`src/rtl/nanorv32_irq_ctrl_pkg.sv`:
```
// Shared definitions for the nanorv32 interrupt controller: FSM states,
// register indices and source-count limits.
package nanorv32_irq_ctrl_pkg;

    localparam int unsigned IRQ_NB_MAX = 32;
    localparam int unsigned IRQ_ID_W   = 5;

    localparam logic [1:0] REG_ENABLE  = 2'd0;
    localparam logic [1:0] REG_PENDING = 2'd1;
    localparam logic [1:0] REG_STATUS  = 2'd2;

    typedef enum logic [1:0] {
        ST_IDLE    = 2'd0,
        ST_REQ     = 2'd1,
        ST_SERVICE = 2'd2
    } irq_state_e;

endpackage

```
`src/rtl/nanorv32_irq_ctrl_prio.sv`:
```
// Combinational fixed-priority encoder: lowest set request index wins.
module nanorv32_irq_prio
    import nanorv32_irq_ctrl_pkg::*;
#(
    parameter int unsigned N = 8
) (
    input  logic [N-1:0]          req_i,
    output logic                  valid_o,
    output logic [IRQ_ID_W-1:0]   idx_o
);

    always_comb begin
        valid_o = 1'b0;
        idx_o   = '0;
        for (int unsigned i = 0; i < N; i++) begin
            if (req_i[i] && !valid_o) begin
                valid_o = 1'b1;
                idx_o   = IRQ_ID_W'(i);
            end
        end
    end

endmodule

```
`src/rtl/nanorv32_irq_ctrl.sv`:
```
// nanorv32 interrupt controller: level/edge pending, enable mask, fixed priority,
// IDLE/REQ/SERVICE handshake. Optional input synchronizer: NANORV32_IRQ_SYNC_EN.
module nanorv32_irq_ctrl
    import nanorv32_irq_ctrl_pkg::*;
#(
    parameter int unsigned         IRQ_NB   = 8,
    parameter logic [IRQ_NB-1:0]   IRQ_EDGE = '0
) (
    input  logic                 clk,
    input  logic                 rst,
    input  logic [IRQ_NB-1:0]    irq_src,
    input  logic                 cfg_sel,
    input  logic                 cfg_we,
    input  logic [1:0]           cfg_addr,
    input  logic [31:0]          cfg_wdata,
    output logic [31:0]          cfg_rdata,
    input  logic                 interrupt_state,
    output logic                 irq,
    output logic [4:0]           irq_id
);

    logic [IRQ_NB-1:0]   src_s;
    logic [IRQ_NB-1:0]   hist_q;
    logic [IRQ_NB-1:0]   en_q, en_d;
    logic [IRQ_NB-1:0]   pend_q, pend_d;
    logic [IRQ_NB-1:0]   cand, w1c, ack_clr;
    irq_state_e          state_q, state_d;
    logic [4:0]          id_q, id_d;
    logic                irq_q;
    logic                ist_q;
    logic                ack, fall, cfg_wr, still_cand;
    logic                win_valid;
    logic [4:0]          win_idx;
    logic                unused_wdata;

    assign unused_wdata = ^cfg_wdata;

`ifdef NANORV32_IRQ_SYNC_EN
    logic [IRQ_NB-1:0] sync1_q, sync2_q;

    always_ff @(posedge clk or posedge rst) begin
        if (rst) begin
            sync1_q <= '0;
            sync2_q <= '0;
        end else begin
            sync1_q <= irq_src;
            sync2_q <= sync1_q;
        end
    end

    assign src_s = sync2_q;
`else
    assign src_s = irq_src;
`endif

    nanorv32_irq_prio #(.N(IRQ_NB)) u_prio (
        .req_i   (cand),
        .valid_o (win_valid),
        .idx_o   (win_idx)
    );

    always_comb begin
        cand   = pend_q & en_q;
        ack    = interrupt_state & ~ist_q;
        fall   = ~interrupt_state & ist_q;
        cfg_wr = cfg_sel & cfg_we;

        en_d = en_q;
        if (cfg_wr && cfg_addr == REG_ENABLE) en_d = cfg_wdata[IRQ_NB-1:0];
        w1c = '0;
        if (cfg_wr && cfg_addr == REG_PENDING) w1c = cfg_wdata[IRQ_NB-1:0] & IRQ_EDGE;

        still_cand = 1'b0;
        for (int unsigned i = 0; i < IRQ_NB; i++) begin
            if (id_q == 5'(i) && cand[i]) still_cand = 1'b1;
        end

        state_d = state_q;
        id_d    = id_q;
        ack_clr = '0;
        unique case (state_q)
            ST_IDLE: begin
                if (win_valid && !interrupt_state) begin
                    id_d    = win_idx;
                    state_d = ST_REQ;
                end
            end
            ST_REQ: begin
                // acknowledge takes precedence over withdrawal
                if (ack) begin
                    state_d = ST_SERVICE;
                    for (int unsigned i = 0; i < IRQ_NB; i++) begin
                        ack_clr[i] = (id_q == 5'(i));
                    end
                end else if (!still_cand) begin
                    state_d = ST_IDLE;
                end
            end
            ST_SERVICE: begin
                if (fall) state_d = ST_IDLE;
            end
            default: state_d = ST_IDLE;
        endcase

        // edge bits: new rise wins over any clear in the same cycle
        pend_d = (IRQ_EDGE & ((pend_q & ~(w1c | (ack_clr & IRQ_EDGE))) | (src_s & ~hist_q)))
               | (~IRQ_EDGE & src_s);
    end

    always_ff @(posedge clk or posedge rst) begin
        if (rst) begin
            state_q <= ST_IDLE;
            id_q    <= '0;
            irq_q   <= 1'b0;
            ist_q   <= 1'b0;
            en_q    <= '0;
            pend_q  <= '0;
            hist_q  <= '0;
        end else begin
            state_q <= state_d;
            id_q    <= id_d;
            irq_q   <= (state_d == ST_REQ);
            ist_q   <= interrupt_state;
            en_q    <= en_d;
            pend_q  <= pend_d;
            hist_q  <= src_s;
        end
    end

    always_comb begin
        cfg_rdata = '0;
        unique case (cfg_addr)
            REG_ENABLE:  cfg_rdata = 32'(en_q);
            REG_PENDING: cfg_rdata = 32'(pend_q);
            REG_STATUS: begin
                cfg_rdata[0]    = irq_q;
                cfg_rdata[1]    = (state_q == ST_SERVICE);
                cfg_rdata[12:8] = id_q;
            end
            default: cfg_rdata = '0;
        endcase
    end

    assign irq    = irq_q;
    assign irq_id = id_q;

endmodule

```
`config.mk`:
```
export PLATFORM = sky130hd
export DESIGN_NAME = nanorv32_irq_ctrl
export DESIGN_NICKNAME = d
export VERILOG_FILES = /design/src/rtl/nanorv32_irq_ctrl_pkg.sv /design/src/rtl/nanorv32_irq_ctrl_prio.sv /design/src/rtl/nanorv32_irq_ctrl.sv
export SDC_FILE = /design/constraint.sdc
export NUM_CORES = 1
export LEC_CHECK = 0
export ABC_AREA = 1
export ABC_CLOCK_PERIOD_IN_PS = 2410
export CORE_ASPECT_RATIO = 2
export CORE_MARGIN = 1.5
export CORE_UTILIZATION = 39
export CTS_CLUSTER_SIZE = 16
export DETAILED_ROUTE_END_ITERATION = 8
export PLACE_DENSITY = 0.95
export SLEW_MARGIN = 10
export SYNTH_ARGS = -nofsm -noshare
export SYNTH_HDL_FRONTEND = slang
export SYNTH_SLANG_ARGS = --single-unit
```
`constraint.sdc`:
```
create_clock -name clk -period 2.41 [get_ports clk]
set_clock_uncertainty 0.15 [all_clocks]
set_input_delay 0.3615 -clock clk [delete_from_list [all_inputs] [get_ports clk]]
set_output_delay 0.3615 -clock clk [all_outputs]
set_load 0.01 [all_outputs]
```
==> results by group, run 1 <==
Outcome
  • Status: finished clean

Final layout
  • Antenna cell count: 0
  • Final net count: 243
  • Share of cells above drive strength 1: 16.92%
  • Util after Layout: 54.32%
  • Design area: 0.001754 mm^2
  • Register area: 575.6 um^2
  • Fillcell total: 267
  • Synthesis-to-layout area growth: 31.27%
  • Area of the multi-input gates: 614.3 um^2

Worst setup path
  • Critical Path Sink Type: output pin
  • Setup CP Type: reg -> out
  • RR Endpoint: irq_id[1]
  • CP startpoint kind: flop
  • WP data arrival: 1.55 ns
  • CP Data Required Time: 1.90 ns
  • R2r setup slk: 0.95 ns
  • Critical Path Source: irq_id[0]
  • R2r startpoint: en_q[3]
  • CP max FO: 6
  • R2R cell count: 8
  • Setup crit end: cfg_rdata[8]

Synthesis
  • Mapped cell area: 0.001336 mm^2
  • Unique masters post-synth: 19
  • Synth area leader: dfrtp_1
  • Number of synthesized flops with an enable pin: 0
  • Top FF cell, synth: dfrtp_1
  • Synth top area share: 43.07%
  • Synthesized instance count: 148
  • Top post-synthesis cells by count: 34 x nand2_1, 23 x buf_4, 23 x dfrtp_1, 15 x inv_1, 10 x nor2_1
  • Most frequent cell after synthesis: nand2_1
  • Yosys warning count: 0
  • Most area-consuming cells after synthesis: dfrtp_1 43%, buf_4 13%, nand2_1 9.6%
  • Asr flop ratio synth: 100.0%
  • Mapped Avg Cell Area: 9.029 um^2
  • Post-synthesis sequential area ratio: 43.07%
  • Seq cells post-synth: 23

Drt
  • Drt wl/cell: 13.51 um
  • DR pass1 iterations: 6
  • Initial DRC Count: 35
  • Vias: 1131
  • Post-Route WL: 3054 um
  • DRC viols: 0
  • Final ANT Viol Nets: 0
  • Vias/cell: 5.004

Clocking
  • CTS tree: yes
  • Clock root buffer: clkbuf_8
  • Clock tree buffer depth: 2
  • Clk_lat worst skew: 0.27 ns
  • Worst-path clk slew: 0.08 ns
  • Clock Sinks: 23
  • H-tree levels: 1
  • CTS Hold Bufs: 0
  • CTS buffer count: 3

Floorplan
  • Total core area: 0.003229 mm^2
  • Die area: 0.003808 mm^2
  • Core Rows: 29
  • # IOs: 85
  • Chip width: 44.39 um
  • Initial Util: 41.38%
  • Chip height: 85.78 um

Place
  • RePlAce Congestion: 0.9175
  • Port Buffers: 37
  • DP Wirelength: 2401 um
  • Placed Area: 0.001685 mm^2

STA
  • Slew Limit Fails: 0
  • Setup TNS: 0 ns
  • Fmax: 0.4857 GHz
  • Final setup violating endpoints: 0
  • Final Cycle Share: 85.42%
  • Final hold vios: 0
  • RSZ-0062 raised after global routing: no
  • Minimum clock period: 2.059 ns

Global route
  • Pin count of the biggest net entering global routing: 24
  • Overall routing resource usage: 17.25%
  • Global-route wire length before repair: 4740 um
  • Vias in the first global route: 1143
  • Grt total ovfl: 0
  • Antenna violations before repair: 0

Min path
  • Hold WC Path Type: in -> async

Power and ir drop
  • Total power draw: 0.001293 W
  • P per Cell Area: 737.3 mW/mm^2
  • Leak: 0.9155 nW
  • Max VDD drop: 0.5006 mV

Flow run
  • MaxCap Viol Count: 0
[layer usage]
layer  vias to the layer above  track usage [%]  wire [um]
li1                        528                -          -
met3                        16            2.947        180
met5                         -                0          0
met1                       523            15.31        941
met4                         0            11.85        186
met2                        64            32.35       1746
[worst min-delay path by stage]
stage | startpoint | endpoint | slack, ns | depth (start not counted)
floorplan | rst | en_q[0] | 0.21 | 1
global placement | state_q[0] | state_q[1] | 0.35 | 2
detailed placement | state_q[0] | state_q[1] | 0.36 | 2
CTS | rst | en_q[1] | 0.31 | 3
global route | rst | en_q[1] | 0.34 | 3
finish | rst | pend_q[0] | 0.30 | 3
[cell usage in the layout (no fill, tap or decap), types with 2 or more instances in the layout]
cell / netlist / layout
dfrtp_1: 23 / 23
nor2_4: 2 / 2
inv_1: 15 / 15
conb_1: 1 / 23
o21ai_0: 6 / 6
nand3_1: 8 / 8
dlymetal6s2s_1: 0 / 3
mux2_2: 7 / 7
clkbuf_8: 0 / 3
nand2_2: 3 / 3
dlygate4sd2_1: 0 / 6
buf_4: 23 / 7
o211ai_1: 4 / 4
a22o_2: 6 / 6
clkdlybuf4s50_1: 0 / 28
nand2_1: 34 / 34
nor2_1: 10 / 10
[sequential cells by signal (all words and copies together) (netlist names)]
signal / cells
en_q: 8
irq_id: 3
ist_q: 1
irq: 1
state_q: 2
pend_q: 8
[worst max-delay path, cell delays in order, from the launching register on]
cell and delay [ns]:
dfrtp_1 0.45, inv_1 0.14, nor2_1 0.15, clkdlybuf4s50_1 0.55
[report_power, final]
part	internal (W)	total, W	switching [W]
registers	0.000467	0.000545	0.0000778
logic	0.000248	0.000509	0.000261
clock network	0.000116	0.000240	0.000124
total	0.000831	0.00129	0.000462
[cell type report]
class                      count  share of cell area, %
timing repair buffer          44                  24.11
inverter                      15                  3.210
multi-input combinational    109                  35.02
clock buffer                   3                  2.354
sequential                    23                  32.81
tap                           31                  2.211
clock inverter                 1                 0.2853
[metrics by stage]
step	hold WS, ns	worst slack, ns	std cells
after floorplan	0.2134	0.9863	170
after detailed placement	0.3649	-0.07316	219
after global placement	0.3517	-0.03204	219
final	0.2967	0.3513	226
after CTS	0.3086	0.01108	226
after global routing	0.3366	0.3133	226
[timing repair]
item / 4_1_cts / 5_1_grt
gates resized for setup: 6 / 3
endpoints found under the setup margin: 8 / 3
setup buffers: 3 / 0
[cell families (layout without fill, tap and decap cells)]
logic type             after synthesis  after routing  share of synthesized area (%)
AO/OA/AOI/OAI                       18             18                          10.77
multiplexers                         8              8                          7.022
buffers and inverters               38             63                          17.13
AND/OR/NAND/NOR                     60             60                          21.72
flip-flops                          23             23                          43.07
other                                1             23                         0.2806
(Power assumes the default switching activity.)
==> run 2: changes to the inputs <==
--- a/config.mk
+++ b/config.mk
@@ -6,7 +6,7 @@
 export NUM_CORES = 1
 export LEC_CHECK = 0
 export ABC_AREA = 1
-export ABC_CLOCK_PERIOD_IN_PS = 2410
+export ABC_CLOCK_PERIOD_IN_PS = 2600
 export CORE_ASPECT_RATIO = 2
 export CORE_MARGIN = 1.5
 export CORE_UTILIZATION = 39
@@ -17,3 +17,4 @@
 export SYNTH_ARGS = -nofsm -noshare
 export SYNTH_HDL_FRONTEND = slang
 export SYNTH_SLANG_ARGS = --single-unit
+export TNS_END_PERCENT = 20
==> constraint.sdc (replaced) <==
create_clock -name clk -period 2.6 [get_ports clk]
set_clock_uncertainty 0.15 [all_clocks]
set_input_delay 0.39 -clock clk [delete_from_list [all_inputs] [get_ports clk]]
set_output_delay 0.39 -clock clk [all_outputs]
set_load 0.01 [all_outputs]
==> run 2 against run 1 <==
  * Wire length decreased by 10%
  * Via count decreased by 4.0%
  * Flip-flop and latch count unchanged
  * Global-route usage decreased by 1.7 points
  * Core utilization decreased by 1.2 points
  * Clock power decreased by 10%
  * Critical path depth increased by 4
  * Critical endpoint is now cfg_rdata[1]
  * Combinational power decreased by 7.9%
  * Register-to-register slack improved by 0.21 ns
  * Non-clock buffer count decreased by 5
  * Worst setup slack got worse by 0.31 ns
  * Largest cell class unchanged
  * Sequential share of layout area increased by 0.74 points
  * Largest power group unchanged
==> results by group, run 2 (synthesis results as in run 1) <==
STA
  • Setup WS post-layout: 0.04161 ns (-0.3097 ns)
  • Final setup violating endpoints: 0 (unchanged)
  • Setup TNS: 0 ns (unchanged)
  • Slew Limit Fails: 0 (unchanged)
  • RSZ-0062 raised after global routing: no
  • Final hold vios: 0 (unchanged)
  • Final Cycle Share: 98.40%
  • Fmax: 0.3909 GHz
  • Minimum clock period: 2.558 ns

Final layout
  • Antenna cell count: 0 (unchanged)
  • Commonest cells after routing, fill and taps aside: 37 x clkdlybuf4s50_1, 34 x nand2_1, 23 x conb_1, 23 x dfrtp_1, 15 x inv_1
  • Share of cells above drive strength 1: 14.21% (-2.7 points)
  • Synthesis-to-layout area growth: 28.37%
  • Final net count: 238 (-2.1%)
  • Util after Layout: 53.12% (-1.2 points)
  • Most common cell after layout, fill and taps aside: clkdlybuf4s50_1

Worst setup path
  • CP most frequent cell: clkdlybuf4s50_1
  • Critical Path Sink Type: output pin
  • Slowest cell delay on critical path: 0.57 ns (+0.02 ns)
  • Slowest-stage cell, CP: clkdlybuf4s50_1
  • RR Endpoint: irq_id[1]
  • Critical Path Source: cfg_addr[0]
  • Cells along the critical path: clkdlybuf4s50_1, inv_1, nor2_1, buf_4, nand2_1, o211ai_1, clkdlybuf4s50_1
  • R2r setup slk: 1.16 ns (+0.21 ns)
  • WP data arrival: 2.02 ns (+0.47 ns)
  • CP max FO: 8 (+2)
  • Setup CP Type: in -> out
  • Worst path bufs/invs: 4 (+2)
  • CP Data Required Time: 2.06 ns (+0.16 ns)
  • R2r startpoint: en_q[0]
  • Top delay family on crit path: buffers and inverters
  • CP startpoint kind: input port
  • R2R cell count: 8 (unchanged)

Clocking
  • CTS tree: yes
  • CTS buffer count: 3 (unchanged)
  • Clock root buffer: clkbuf_8
  • CTS resizes: 0 (-6)
  • Worst-path clk slew: 0.08 ns (about the same)
  • H-tree levels: 1 (unchanged)
  • Postcts setup bufs: 0 (-3)
  • Clock Sinks: 23 (unchanged)
  • Clk_lat worst skew: 0.26 ns (about the same)
  • CTS Hold Bufs: 0 (unchanged)
  • Clock tree buffer depth: 2 (unchanged)

Drt
  • DR pass1 iterations: 6 (unchanged)
  • Drt wl/cell: 12.41 um (-8.2%)
  • Post-Route WL: 2742 um (-10%)
  • Initial DRC Count: 20 (-43%)
  • Vias/cell: 4.914 (-1.8%)
  • Final ANT Viol Nets: 0 (unchanged)
  • Vias: 1086 (-4.0%)
  • DRC viols: 0 (unchanged)

Global route
  • Vias in the first global route: 1113 (-2.6%)
  • Overall routing resource usage: 15.51% (-1.7 points)
  • Grt total ovfl: 0 (unchanged)
  • Antenna violations before repair: 0 (unchanged)
  • Global-route wire length before repair: 4409 um (-7.0%)
  • Pin count of the biggest net entering global routing: 24 (unchanged)

Floorplan
  • # IOs: 85 (unchanged)
  • Die area: 0.003808 mm^2 (unchanged)
  • Core Rows: 29 (unchanged)
  • Chip width: 44.39 um (unchanged)
  • Chip height: 85.78 um (unchanged)
  • Initial Util: 41.38% (unchanged)
  • Total core area: 0.003229 mm^2 (unchanged)

Power and ir drop
  • Leak: 0.8354 nW (-8.7%)
  • P per Cell Area: 691.0 mW/mm^2 (-6.3%)
  • Max VDD drop: 0.5274 mV (+5.3%)

Place
  • Dpl ws: 0.06211 ns (+0.1353 ns)
  • Port Buffers: 37 (unchanged)
  • DP Wirelength: 2263 um (-5.7%)
  • RePlAce Congestion: 0.9095 (-0.87%)

Min path
  • Hold WC Path Type: in -> async

Outcome
  • Status: finished clean

Flow run
  • MaxCap Viol Count: 0 (unchanged)
## run 2: layer usage
layer	wire, um	track usage, %	vias to the layer above
met3	125	1.895	6
met1	943	14.42	514
met2	1605	30.61	48
li1	-	-	518
met5	0	0	-
met4	68	7.163	0
## run 2: layout make-up
| cell class | count | area (um^2) |
|---|---|---|
| multi-input combinational | 109 | 614.3 |
| sequential | 23 | 575.6 |
| clock buffer | 4 | 45.04 |
| timing repair buffer | 39 | 385.4 |
| tap | 31 | 38.79 |
| fill | 283 | 1514 |
| inverter | 15 | 56.30 |
## run 2: tightest hold or removal path, stage by stage
cell and delay, ns:
clkdlybuf4s50_1 0.40, inv_1 0.06, buf_4 0.28
## run 2: worst max path at each step
stage              endpoint  slack (ns)  depth (start not counted)
2_1_floorplan  cfg_rdata[2]        1.12                          3
3_3_place_gp   cfg_rdata[1]         0.1                          7
3_5_place_dp   cfg_rdata[1]        0.06                          7
4_1_cts        cfg_rdata[1]        0.06                          7
5_1_grt        cfg_rdata[1]       0.003                          7
6_report       cfg_rdata[1]        0.04                          7
## run 2: per-stage QoR
stage / instance area [um^2] / power [W] / cells / hold WS, ns
after floorplan: 1419 / 0.0008048 / 170 / 0.2419
after global placement: 1670 / 0.0009625 / 217 / 0.3515
after detailed placement: 1670 / 0.0009764 / 217 / 0.3668
after CTS: 1715 / 0.001192 / 221 / 0.3387
after global routing: 1715 / 0.001264 / 221 / 0.3885
final: 1715 / 0.001185 / 221 / 0.3272
## run 2: where the power goes
| part | internal, W | switching (W) | leakage [nW] |
|---|---|---|---|
| Combinational | 0.000233 | 0.000236 | 0.534 |
| Sequential | 0.000433 | 0.0000674 | 0.278 |
| Clock | 0.000109 | 0.000107 | 0.0228 |
==> run 3: changes to the inputs <==
--- a/config.mk
+++ b/config.mk
@@ -12,7 +12,7 @@
 export CORE_UTILIZATION = 39
 export CTS_CLUSTER_SIZE = 16
 export DETAILED_ROUTE_END_ITERATION = 8
-export PLACE_DENSITY = 0.95
+export PLACE_DENSITY = 0.81
 export SLEW_MARGIN = 10
 export SYNTH_ARGS = -nofsm -noshare
 export SYNTH_HDL_FRONTEND = slang
==> run 3 against run 2 <==
  * Worst setup slack improved by 0.088 ns
  * The flow now finishes with violations (DRC)
  * Flip-flop and latch count did not move
  * Via count fell by 1.5%
  * First-iteration DRC count grew 50%
  * Design area grew 0.15%
  * Clock power barely moved
  * Non-clock buffer count is the same
  * Sequential share of layout area about the same
  * Count of clock-buffer cells in the layout unchanged
  * Largest cell class unchanged
  * Critical path type unchanged
  * Global-route usage is essentially flat
==> results by group, run 3 (synthesis results as in run 1) <==
Final layout
  • Share of cells above drive strength 1: 14.21% (unchanged)
  • Area of the multi-input gates: 614.3 um^2 (unchanged)
  • Antenna cell count: 0 (unchanged)
  • Register area: 575.6 um^2 (unchanged)
  • Most common cell after layout, fill and taps aside: clkdlybuf4s50_1
  • Commonest cells after routing, fill and taps aside: 36 x clkdlybuf4s50_1, 34 x nand2_1, 23 x conb_1, 23 x dfrtp_1, 15 x inv_1
  • Final net count: 238 (unchanged)
  • Final std cells w/o fill: 221 (unchanged)
  • Util after Layout: 53.20% (+0.077 points)
  • Fillcell total: 297 (+4.9%)
  • Synthesis-to-layout area growth: 28.56%

Drt
  • Final ANT Viol Nets: 0 (unchanged)
  • Drt wl/cell: 11.57 um (-6.7%)
  • Post-Route WL: 2558 um (-6.7%)
  • Initial DRC Count: 30 (+50%)
  • DRC viols: 13 (+13)
  • Vias: 1070 (-1.5%)
  • Vias/cell: 4.842 (-1.5%)
  • DR pass1 iterations: 6 (unchanged)

Worst setup path
  • CP max FO: 8 (unchanged)
  • CP startpoint kind: input port
  • R2R cell count: 8 (unchanged)
  • WP data arrival: 1.93 ns (-0.09 ns)
  • Cells along the critical path: clkdlybuf4s50_1, inv_1, nor2_1, buf_4, a22o_2, clkdlybuf4s50_1
  • Slowest-stage cell, CP: clkdlybuf4s50_1
  • CP most frequent cell: clkdlybuf4s50_1
  • Critical Path Sink Type: output pin
  • CP Data Required Time: 2.06 ns (about the same)
  • Setup CP Type: in -> out
  • Slowest cell delay on critical path: 0.54 ns (-0.03 ns)

STA
  • Minimum clock period: 2.471 ns (-0.08757 ns)
  • Setup TNS: 0 ns (unchanged)
  • Fmax: 0.4047 GHz (+3.5%)
  • Final hold vios: 0 (unchanged)
  • Setup WS post-layout: 0.1292 ns (+0.08757 ns)
  • Final worst hold slack: 0.3132 ns (-0.01394 ns)
  • RSZ-0062 raised after global routing: no
  • Final Cycle Share: 95.03% (-3.4 points)
  • Slew Limit Fails: 0 (unchanged)
  • Final setup violating endpoints: 0 (unchanged)

Power and ir drop
  • P per Cell Area: 685.7 mW/mm^2 (-0.77%)
  • Leak: 0.8499 nW (+1.7%)
  • Max VDD drop: 0.6199 mV (+18%)

Floorplan
  • Chip width: 44.39 um (unchanged)
  • Chip height: 85.78 um (unchanged)
  • Die area: 0.003808 mm^2 (unchanged)
  • Initial Util: 41.38% (unchanged)
  • Total core area: 0.003229 mm^2 (unchanged)
  • Core Rows: 29 (unchanged)
  • # IOs: 85 (unchanged)

Clocking
  • Clock root buffer: clkbuf_8
  • Clock tree buffer depth: 2 (unchanged)
  • CTS tree: yes
  • Clk_lat worst skew: 0.26 ns (about the same)
  • H-tree levels: 1 (unchanged)
  • CTS buffer count: 3 (unchanged)
  • Clock Sinks: 23 (unchanged)
  • Postcts setup bufs: 0 (unchanged)
  • Worst-path clk slew: 0.08 ns (about the same)

Global route
  • Global-route wire length before repair: 4326 um (-1.9%)
  • Antenna violations before repair: 0 (unchanged)
  • Vias in the first global route: 1092 (-1.9%)
  • Overall routing resource usage: 15.52% (+0.016 points)
  • Grt total ovfl: 0 (unchanged)
  • Pin count of the biggest net entering global routing: 24 (unchanged)

Place
  • RePlAce Congestion: 0.9014 (-0.89%)
  • Dpl cells: 217 (unchanged)
  • Dpl ws: 0.07693 ns (+0.01483 ns)
  • Port Buffers: 37 (unchanged)
  • DP Wirelength: 2073 um (-8.4%)

Outcome
  • Status: complete, but fails checks
  • Failing checks: DRC

Flow run
  • MaxCap Viol Count: 0 (unchanged)

Min path
  • Hold WC Path Type: in -> async
[run 3: layout make-up]
cell class	instances	share of cell area, %
timing repair buffer	39	22.58
tap	31	2.258
sequential	23	33.50
inverter	15	3.277
multi-input combinational	109	35.76
clock buffer	4	2.622
[run 3: repair_timing]
item                       4_1_cts  5_1_grt
hold buffers                     0        0
gates resized for setup          0        1
setup endpoints to repair        0        1
[run 3: layer usage]
metal	global-route usage, %	routed length (um)	vias to the layer above
li1	-	-	519
met1	14.48	861	497
met2	29.41	1489	48
met3	1.895	124	6
met4	9.642	83	0
met5	0	0	-
[run 3: metrics by stage]
step | total power, W | area (um^2)
3_3_place_gp | 0.0009604 | 1670
4_1_cts | 0.001191 | 1715
6_report | 0.001178 | 1718
3_5_place_dp | 0.0009708 | 1670
5_1_grt | 0.001268 | 1718
2_1_floorplan | 0.0008048 | 1419
[run 3: power breakdown]
group	switching [W]	internal, W
registers	0.0000670	0.000433
clock network	0.000108	0.000109
logic	0.000228	0.000232
total	0.000403	0.000775
[run 3: path summary, 6_finish.rpt]
kind	start	to	slack, ns
setup / recovery	cfg_addr[0]	cfg_rdata[5]	0.13
hold / removal	rst	pend_q[0]	0.31
setup reg to reg	en_q[3]	irq_id[0]	1.20
hold reg to reg	en_q[3]	en_q[3]	0.39
max in group asynchronous	rst	pend_q[7]	1.76
min in group clk	en_q[3]	en_q[3]	0.39
[run 3: worst max-delay path: cells and delay by family]
kind | cells | cell delay, ns
AO/OA/AOI/OAI | 1 | 0.14
AND/OR/NAND/NOR | 1 | 0.09
buffers and inverters | 4 | 1.32
